==> config.mk <==
export PLATFORM = sky130hd
export DESIGN_NAME = id_ex_stage
export DESIGN_NICKNAME = d
export VERILOG_FILES = /design/src/rtl/id_ex_stage.sv
export SDC_FILE = /design/constraint.sdc
export NUM_CORES = 1
export LEC_CHECK = 0
export ABC_CLOCK_PERIOD_IN_PS = 9000
export CAP_MARGIN = 10
export CORE_MARGIN = 2
export CORE_UTILIZATION = 49
export DETAILED_ROUTE_END_ITERATION = 8
export PLACE_DENSITY_LB_ADDON = 0.3
export SLEW_MARGIN = 20
export SYNTH_ARGS = -nofsm -noshare
export SYNTH_HDL_FRONTEND = slang
export SYNTH_SLANG_ARGS = --single-unit
==> constraint.sdc <==
create_clock -name clk -period 9 [get_ports clk]
set_clock_uncertainty 0.1 [all_clocks]
set_input_delay 2.7 -clock clk [delete_from_list [all_inputs] [get_ports clk]]
set_output_delay 2.7 -clock clk [all_outputs]
set_load 0.005 [all_outputs]
==> src/rtl/id_ex_stage.sv <==
// ID/EX pipeline register with load-use hazard detection and bubble insertion.
// Flush beats hold, hold beats load-use; a bubble is the all-zero register image.
module id_ex_stage #(
  parameter int DATA_W = 32,
  parameter int CNT_W  = 16
) (
  input  logic              clk,
  input  logic              rst,
  input  logic              validD,
  input  logic [4:0]        rsD,
  input  logic [4:0]        rtD,
  input  logic [4:0]        rdD,
  input  logic [DATA_W-1:0] readData1D,
  input  logic [DATA_W-1:0] readData2D,
  input  logic [DATA_W-1:0] immD,
  input  logic [DATA_W-1:0] pcPlus4D,
  input  logic              regWriteD,
  input  logic              memToRegD,
  input  logic              memReadD,
  input  logic              memWriteD,
  input  logic              aluSrcD,
  input  logic              regDstD,
  input  logic [3:0]        aluOpD,
  input  logic              flushE,
  input  logic              holdE,
  output logic [4:0]        rsE,
  output logic [4:0]        rtE,
  output logic [4:0]        rdE,
  output logic [DATA_W-1:0] readData1E,
  output logic [DATA_W-1:0] readData2E,
  output logic [DATA_W-1:0] immE,
  output logic [DATA_W-1:0] pcPlus4E,
  output logic              regWriteE,
  output logic              memToRegE,
  output logic              memReadE,
  output logic              memWriteE,
  output logic              aluSrcE,
  output logic              regDstE,
  output logic [3:0]        aluOpE,
  output logic              validE,
  output logic [4:0]        writeRegE,
  output logic              stallD,
  output logic [CNT_W-1:0]  bubbleCount
);

  typedef struct packed {
    logic              valid;
    logic [4:0]        rs;
    logic [4:0]        rt;
    logic [4:0]        rd;
    logic [DATA_W-1:0] rd1;
    logic [DATA_W-1:0] rd2;
    logic [DATA_W-1:0] imm;
    logic [DATA_W-1:0] pc4;
    logic              regWrite;
    logic              memToReg;
    logic              memRead;
    logic              memWrite;
    logic              aluSrc;
    logic              regDst;
    logic [3:0]        aluOp;
  } exRegT;

  exRegT exQ, exD;
  logic  loadUse;

  always_comb begin
    exD          = '0;
    exD.valid    = validD;
    exD.rs       = rsD;
    exD.rt       = rtD;
    exD.rd       = rdD;
    exD.rd1      = readData1D;
    exD.rd2      = readData2D;
    exD.imm      = immD;
    exD.pc4      = pcPlus4D;
    exD.regWrite = regWriteD;
    exD.memToReg = memToRegD;
    exD.memRead  = memReadD;
    exD.memWrite = memWriteD;
    exD.aluSrc   = aluSrcD;
    exD.regDst   = regDstD;
    exD.aluOp    = aluOpD;
  end

  // Load in E whose destination is consumed by the real instruction in D.
  assign loadUse = exQ.valid & exQ.memRead & exQ.regWrite & (exQ.rt != 5'd0) &
                   validD & ((exQ.rt == rsD) | (exQ.rt == rtD));
  assign stallD  = holdE | (loadUse & ~flushE);

  always_ff @(posedge clk or negedge rst) begin
    if (!rst) begin
      exQ         <= '0;
      bubbleCount <= '0;
    end else if (flushE) begin
      exQ <= '0;
    end else if (holdE) begin
      exQ <= exQ;
    end else if (loadUse) begin
      exQ <= '0;
      if (bubbleCount != '1) bubbleCount <= bubbleCount + 1'b1;
    end else begin
      exQ <= exD;
    end
  end

  assign validE     = exQ.valid;
  assign rsE        = exQ.rs;
  assign rtE        = exQ.rt;
  assign rdE        = exQ.rd;
  assign readData1E = exQ.rd1;
  assign readData2E = exQ.rd2;
  assign immE       = exQ.imm;
  assign pcPlus4E   = exQ.pc4;
  assign regWriteE  = exQ.regWrite;
  assign memToRegE  = exQ.memToReg;
  assign memReadE   = exQ.memRead;
  assign memWriteE  = exQ.memWrite;
  assign aluSrcE    = exQ.aluSrc;
  assign regDstE    = exQ.regDst;
  assign aluOpE     = exQ.aluOp;
  assign writeRegE  = exQ.regDst ? exQ.rd : exQ.rt;

endmodule

# --- Word level (Yosys, flattened, before mapping) ---
# Cells that the tools add are included.
word_totals:
  reg_bits: 170
  inputBits: 158
  output_inout_bits: 176
  elab_cells: 37
op_classes:
  addsub: 1
  eq_ne: 4
  mux: 4
  bitwise: 10
  n_reduce_logical: 2
op_table:
  columns: ["operator", "count"]
  rows:
  - ["154-bit two-way mux", 3]
  - ["16-bit by 1-bit adder with 16-bit output, second input constant", 1]
  - ["16-bit != test, second input constant", 1]
  - ["5-bit equality test", 2]
  - ["1-bit bitwise AND", 6]
  - ["5-bit two-way mux", 1]
  - ["5-bit nonzero test", 1]
  - ["4-bit AND reduction", 1]
  - ["2-bit != test, second input constant", 1]
  - ["1-bit inverter", 2]
  - ["1-bit OR", 2]

# --- Depth between registers and ports, before layout ---
# Gate-level depths: netlist of run 1.
logic_depth:
  word_depth: 8
  mapped_depth: 7
  depth_no_buf: 6

# --- Least setup slack after synthesis of run 1 ---
# OpenSTA, ideal clock, no wires.
synth_path:
  path_kind: "in2out"
  start: "in rtD[4]"
  end: "out stallD"
  arrival_ns: 3.858
  required_time_ns: 6.200
  slack_ns: 2.342
  cell_stages: 7
  path_buffers: 2
  cell_sequence: "xnor2_1 -> nand3_1 -> o22ai_1 -> and2_4 -> buf_6 -> buf_6 -> a21o_1"
synth_between:
  elab_chain_cells: 5
synth_lines:
  columns: ["item", "line", "source"]
  rows:
  - ["start: declaration", "11", "input logic [4:0] rtD,"]
  - ["5-bit equality test", "88", "validD & ((exQ.rt == rsD) | (exQ.rt == rtD));"]
  - ["1-bit OR", "88", null]
  - ["1-bit bitwise AND", "88", null]
  - ["1-bit bitwise AND", "89", "assign stallD = holdE | (loadUse & ~flushE);"]
  - ["1-bit OR", "89", null]
  - ["end: declaration", "42", "output logic stallD,"]
# Every way passes these cells.

# --- Worst setup path in the final report of run 1 ---
layout_path:
  start: "in rtD[0]"
  end: "out stallD"
# The elaborated chain is that of the path after synthesis.

==> results of run 1 <==
[worst max-delay path by stage]
stage / startpoint / to / slack, ps / depth (start not counted)
2_1_floorplan: rtD[4] / stallD / 2340 / 7
3_3_place_gp: rsD[1] / stallD / 1150 / 8
3_5_place_dp: rtD[0] / stallD / 1140 / 8
4_1_cts: rtD[0] / stallD / 1130 / 8
5_1_grt: rtD[0] / stallD / 1000 / 8
6_report: rtD[0] / stallD / 1140 / 8
[final cells by class]
type / count / area [sq um]
clock buffers: 18 / 429
fillers: 1283 / 5060
flip-flops and latches: 170 / 4250
multi-input cells: 389 / 3700
clock inverters: 14 / 160
repair buffers: 342 / 3420
well taps: 229 / 287
inverters: 155 / 582
[power groups by stage]
stage	Combinational (mW)	Clock, mW	Sequential (mW)
2_1_floorplan	0.120	0	0.842
3_3_place_gp	0.314	0	0.841
3_5_place_dp	0.317	0	0.841
4_1_cts	0.318	0.753	0.828
5_1_grt	0.338	0.786	0.833
6_report	0.315	0.738	0.828
[layout by cell type (no fill, tap or decap), types with 7 or more instances in the layout]
master / Yosys / routed
nand4_1: 8 / 8
nand3b_1: 14 / 14
o41ai_2: 149 / 149
buf_4: 0 / 8
clkdlybuf4s50_1: 0 / 330
dfrtp_1: 170 / 170
nand2_1: 147 / 147
xnor2_1: 23 / 23
nand3_1: 7 / 7
clkbuf_16: 0 / 17
inv_1: 155 / 155
[sequential cells by signal (all words and copies together) (netlist names)]
name,cells
readData1E,32
aluOpE,4
memReadE,1
regDstE,1
rsE,5
aluSrcE,1
regWriteE,1
rdE,5
rtE,5
pcPlus4E,32
readData2E,32
validE,1
immE,32
bubbleCount,16
memToRegE,1
memWriteE,1
[routing by layer]
layer	share of wire (%)	up-vias	wire length, um	global-route usage [%]
met5	0	-	0	0
met4	2.6	0	654	8.83
met3	8.3	38	2060	8.46
met2	48	277	11900	41.4
met1	41	3568	10200	32.6
li1	-	3285	-	-
[cell families (layout without fill, tap and decap cells)]
kind of cell               after synthesis  after routing  synth area share [%]
AOI/OAI and AO/OA                      160            160                  28.1
muxes                                    6              6                 0.756
adders and majority gates                1              1                 0.140
xor gates and xnor gates                25             25                  2.45
and+or+nand+nor                        197            197                  9.91
buffers and inverters                  228            529                  11.0
DFF                                    170            170                  47.6
[worst max-delay path, stage by stage]
cell and delay, ps:
clkdlybuf4s50_1 500, xnor2_1 120, nand3_1 100, o22ai_1 170, buf_4 220, and2_4 520, a21o_1 210, clkdlybuf4s50_1 490
[metrics by stage]
| stage | hold WS, ps | util, % |
|---|---|---|
| floorplan | 367 | - |
| global route | 392 | 71.7 |
| detailed placement | 359 | 68.4 |
| CTS | 378 | 71.7 |
| global placement | 357 | 68.4 |
| finish | 372 | 71.7 |
==> summary.txt, run 1 <==
Run status: finished clean
# DRC: 0
Via density: 5.44
Reg power frac: 44.0%
DR vias: 7168
R2r setup slk: 5860 ps
Root Driver: clkbuf_16
Sw Ratio: 25.6%
Top FF cell, synth: dfrtp_1
Row Count: 49
Antenna-violating nets left: 0
Placed insts: 1285
RSZ-0062 raised after global routing: false
Leading area contributor after synthesis: dfrtp_1
Mapped Cells: 787
Final hold vios: 0
GPL Wtd Cong: 0.855
DRT Wirelength: 24.9 mm
Setup slack at placement: 1140 ps
Slew Limit Fails: 0
HP Start: readData1E[28]$_DFFE_PN0P_
Global-route wire length before repair: 40.0 mm
Critical R2R Capture: immE[18]$_DFFE_PN0P_
WHS Path Cells: 2
Initial core utilization: 49.9%
Async S/R FF share, synth: 100%
GRT Total Usage: 25.7%
Synthesized flop and latch total: 170
Clk sinks: 170
Area of the core: 17900 sq um
Post-synth cell types: 32
Post-route setup slack: 1140 ps
Post-DP HPWL: 16.4 mm
Post-synth EDFFs: 0
Placed instance area: 12200 sq um
Synthesis Warnings: 0
Tmin final: 7860 ps
Hold EP: readData1E[28]$_DFFE_PN0P_
Hold crit path type: reg2reg
Wire length per cell: 18.9 um
TritonCTS buffer count: 17
Port Buf Inserts: 333
Startpoint Class: input pin
Layout cells sized above 1: 18.5%
Post-synth top cells: dfrtp_1, inv_1, o41ai_2
Final Instance Area: 12800 sq um
Post-CTS Setup Inserts: 0
Worst slew pin tran: 1100 ps
CP arrival: 5060 ps
P_sw: 482 uW
Critical-path maximum fanout: 30
H-tree depth: 4
Reg-to-Reg Start: rtE[3]$_DFFE_PN0P_
Final number of setup-violating endpoints: 0
Worst setup EP type: primary output
Clock power frac: 39.2%
Peak VDD IR: 0.128 mV
Number of max-cap violations: 0
CTS resizes: 0
Total Power: 1.88 mW
Initial antenna violation count: 0
Mapped cell area: 8930 sq um
Top cells by area, synth: dfrtp_1, o41ai_2, inv_1
Synth Net Count: 946
Hold-fix buffers, CTS: 0
ANT cells: 0
Die width: 139 um
Cell internal pwr: 1.40 mW
Clock Latency Late Sink: 420 ps
Most common cell in the netlist: dfrtp_1
Clk pin slew, worst setup/hold paths: 70 ps
Number of global-route vias before repair: 7361
Period utilisation layout: 87.3%
Yosys top cell area share: 47.6%
DRT Pass-1 Iters: 4
Relative slew slack: 26.8%
Initial drt markers: 346
Area of the die: 19300 sq um
Number of nets in the layout: 1234
CTS max path bufs: 2
CTS tree: built
Final setup TNS: 0 ps
Max Freq: 127 MHz
Logic pwr share: 16.7%
Largest net degree at the start of global routing: 107
Critical path class: in2out
Ports: 334
GR Overflow Total: 0
Overall die height: 139 um
Non-filler instance count after layout: 1317
Syn avg cell area: 11.4 sq um
Syn-to-layout area delta: 43.7%
PD cells: 146 nW/um^2
Data required, critical path: 6200 ps
Seq/Total Area, Yosys: 47.6%
Static leakage: 6.15 nW
Worst Reg-to-Reg Cells: 7
(Power assumes the default switching activity.)
==> inputs of run 2 (changes only) <==
--- a/config.mk
+++ b/config.mk
@@ -10,6 +10,7 @@
 export CORE_MARGIN = 2
 export CORE_UTILIZATION = 49
 export DETAILED_ROUTE_END_ITERATION = 8
+export GPL_ROUTABILITY_DRIVEN = 0
 export PLACE_DENSITY_LB_ADDON = 0.3
 export SLEW_MARGIN = 20
 export SYNTH_ARGS = -nofsm -noshare
==> results of run 2 <==
No change in the layout: final DEF, timing and power equal those of run 1.
==> inputs of run 3 (changes only) <==
--- a/config.mk
+++ b/config.mk
@@ -5,10 +5,9 @@
 export SDC_FILE = /design/constraint.sdc
 export NUM_CORES = 1
 export LEC_CHECK = 0
-export ABC_CLOCK_PERIOD_IN_PS = 9000
 export CAP_MARGIN = 10
 export CORE_MARGIN = 2
-export CORE_UTILIZATION = 49
+export CORE_UTILIZATION = 45
 export DETAILED_ROUTE_END_ITERATION = 8
 export GPL_ROUTABILITY_DRIVEN = 0
 export PLACE_DENSITY_LB_ADDON = 0.3
==> constraint.sdc (replaced) <==
create_clock -name clk -period 8.5 [get_ports clk]
set_clock_uncertainty 0.1 [all_clocks]
set_input_delay 2.55 -clock clk [delete_from_list [all_inputs] [get_ports clk]]
set_output_delay 2.55 -clock clk [all_outputs]
set_load 0.005 [all_outputs]
==> summary.txt, run 3 (same netlist as run 1, synthesis figures left out) <==
Run status: finished clean
# DRC: 0
Area of the core: 19500 sq um
Syn-to-layout area delta: 43.9%
Initial antenna violation count: 0
Worst slew pin tran: 1100 ps
Hold-fix buffers, CTS: 0
H-tree depth: 4
DRT Wirelength: 25.5 mm
Antenna-violating nets left: 0
Worst hold slack: 378 ps
TritonCTS buffer count: 17
Period utilisation layout: 82.5%
Critical R2R Capture: readData2E[29]$_DFFE_PN0P_
Port Buf Inserts: 333
DR vias: 7093
Max Freq: 143 MHz
Row Count: 51
CTS resizes: 0
Wire length per cell: 18.8 um
Relative slew slack: 26.8%
HP Start: pcPlus4E[16]$_DFFE_PN0P_
Largest net degree at the start of global routing: 155
Number of max-cap violations: 0
FILL cells: 1517
Crit. Startpoint: rtD[2]
Initial drt markers: 309
Worst path max stage delay: 540 ps
Global-route wire length before repair: 41.0 mm
CP max-delay cell: clkdlybuf4s50_1
Placed insts: 1322
ANT cells: 0
RSZ-0062 raised after global routing: false
Most common cell after layout, fill and taps aside: clkdlybuf4s50_1
Reg-to-Reg Start: rtE[1]$_DFFE_PN0P_
Final Instance Area: 12900 sq um
Ports: 334
CTS max path bufs: 2
Sum of buffers and inverters on the critical path: 2
Initial core utilization: 45.9%
CP arrival: 4370 ps
WHS Path Cells: 2
Clk pin slew, worst setup/hold paths: 70 ps
Hold EP: pcPlus4E[16]$_DFFE_PN0P_
Slew Limit Fails: 0
Post-CTS Setup Inserts: 0
Non-filler instance count after layout: 1354
Final number of setup-violating endpoints: 0
Placed instance area: 12300 sq um
Clock Latency Late Sink: 410 ps
Via density: 5.24
Startpoint Class: input pin
Final hold vios: 0
Clk sinks: 170
Cell family with most CP delay: buffers and inverters
Root Driver: clkbuf_16
R2r setup slk: 5980 ps
Total Power: 1.95 mW
GR Overflow Total: 0
Worst setup EP type: primary output
Final setup TNS: 0 ps
Most frequent cells in the layout: clkdlybuf4s50_1, dfrtp_1, inv_1, o41ai_2, nand2_1
CP cell instances: clkdlybuf4s50_1 > xnor2_1 > nand3_1 > o22ai_1 > and2_4 > a21o_1 > clkdlybuf4s50_1
Static leakage: 6.13 nW
Hold crit path type: reg2reg
DRT Pass-1 Iters: 4
Area of the die: 21000 sq um
Number of nets in the layout: 1235
GRT Total Usage: 24.1%
PD cells: 152 nW/um^2
Worst Reg-to-Reg Cells: 6
Critical path class: in2out
Die width: 145 um
Most used cell, CP: clkdlybuf4s50_1
Tmin final: 7020 ps
Peak VDD IR: 0.130 mV
Post-DP HPWL: 16.9 mm
Layout cells sized above 1: 18.5%
CTS tree: built
Number of global-route vias before repair: 7364
Data required, critical path: 5850 ps
Overall die height: 145 um
Critical-path maximum fanout: 2
run 3: changes by cell type in the layout (fill, tap and decap cells not counted), sizes merged:
| cell | delta |
|---|---|
| clkinvlp | +2 |
| clkinv | -1 |
| inv | -1 |
| bufinv | -2 |
| buf | +1 |
| clkbuf | +2 |
run 3: cell type report:
type | count | area [sq um] | area share, %
Clock buffer | 20 | 447 | 3.47
Clock inverter | 12 | 108 | 0.837
Inverter | 155 | 582 | 4.53
Multi-Input combinational cell | 389 | 3700 | 28.8
Sequential cell | 170 | 4250 | 33.1
Tap cell | 265 | 332 | 2.58
Timing Repair Buffer | 343 | 3430 | 26.7
run 3: worst register-to-register path, delay by kind of cell, from the launching register on:
kind                      cells  cell delay, ps
DFF                           1             490
and+or+nand+nor               2             320
buffers and inverters         1             710
AOI/OAI and AO/OA             2             480
xor gates and xnor gates      1             270
run 3: where the power goes:
| part | leakage [nW] | internal, mW | switching, mW | total (mW) |
|---|---|---|---|---|
| logic | 3.59 | 0.191 | 0.144 | 0.335 |
| registers | 2.27 | 0.850 | 0.0272 | 0.877 |
| clock network | 0.266 | 0.392 | 0.349 | 0.741 |
run 3: per-stage QoR:
| stage | utilization [%] | worst slack [ps] |
|---|---|---|
| 6_report | 66.1 | 1480 |
| 5_1_grt | 66.1 | 1430 |
| 4_1_cts | 66.1 | 1470 |
| 3_5_place_dp | 63.2 | 1490 |
| 3_3_place_gp | 63.2 | 1500 |
| 2_1_floorplan | - | 2140 |
run 3: worst max-delay path by stage:
stage / endpoint / slack [ps] / cells after the start
finish: stallD / 1480 / 7
global route: stallD / 1430 / 7
floorplan: stallD / 2140 / 7
global placement: stallD / 1500 / 7
CTS: stallD / 1470 / 7
detailed placement: stallD / 1490 / 7
run 3: metal layers:
layer | vias to the layer above | share of wire [%] | wire (um) | GRT usage, %
met1 | 3500 | 43 | 10800 | 31.0
li1 | 3281 | - | - | -
met4 | 0 | 2.9 | 731 | 8.56
met2 | 269 | 47 | 12000 | 38.6
met3 | 43 | 7.4 | 1900 | 7.52
met5 | - | 0 | 0 | 0
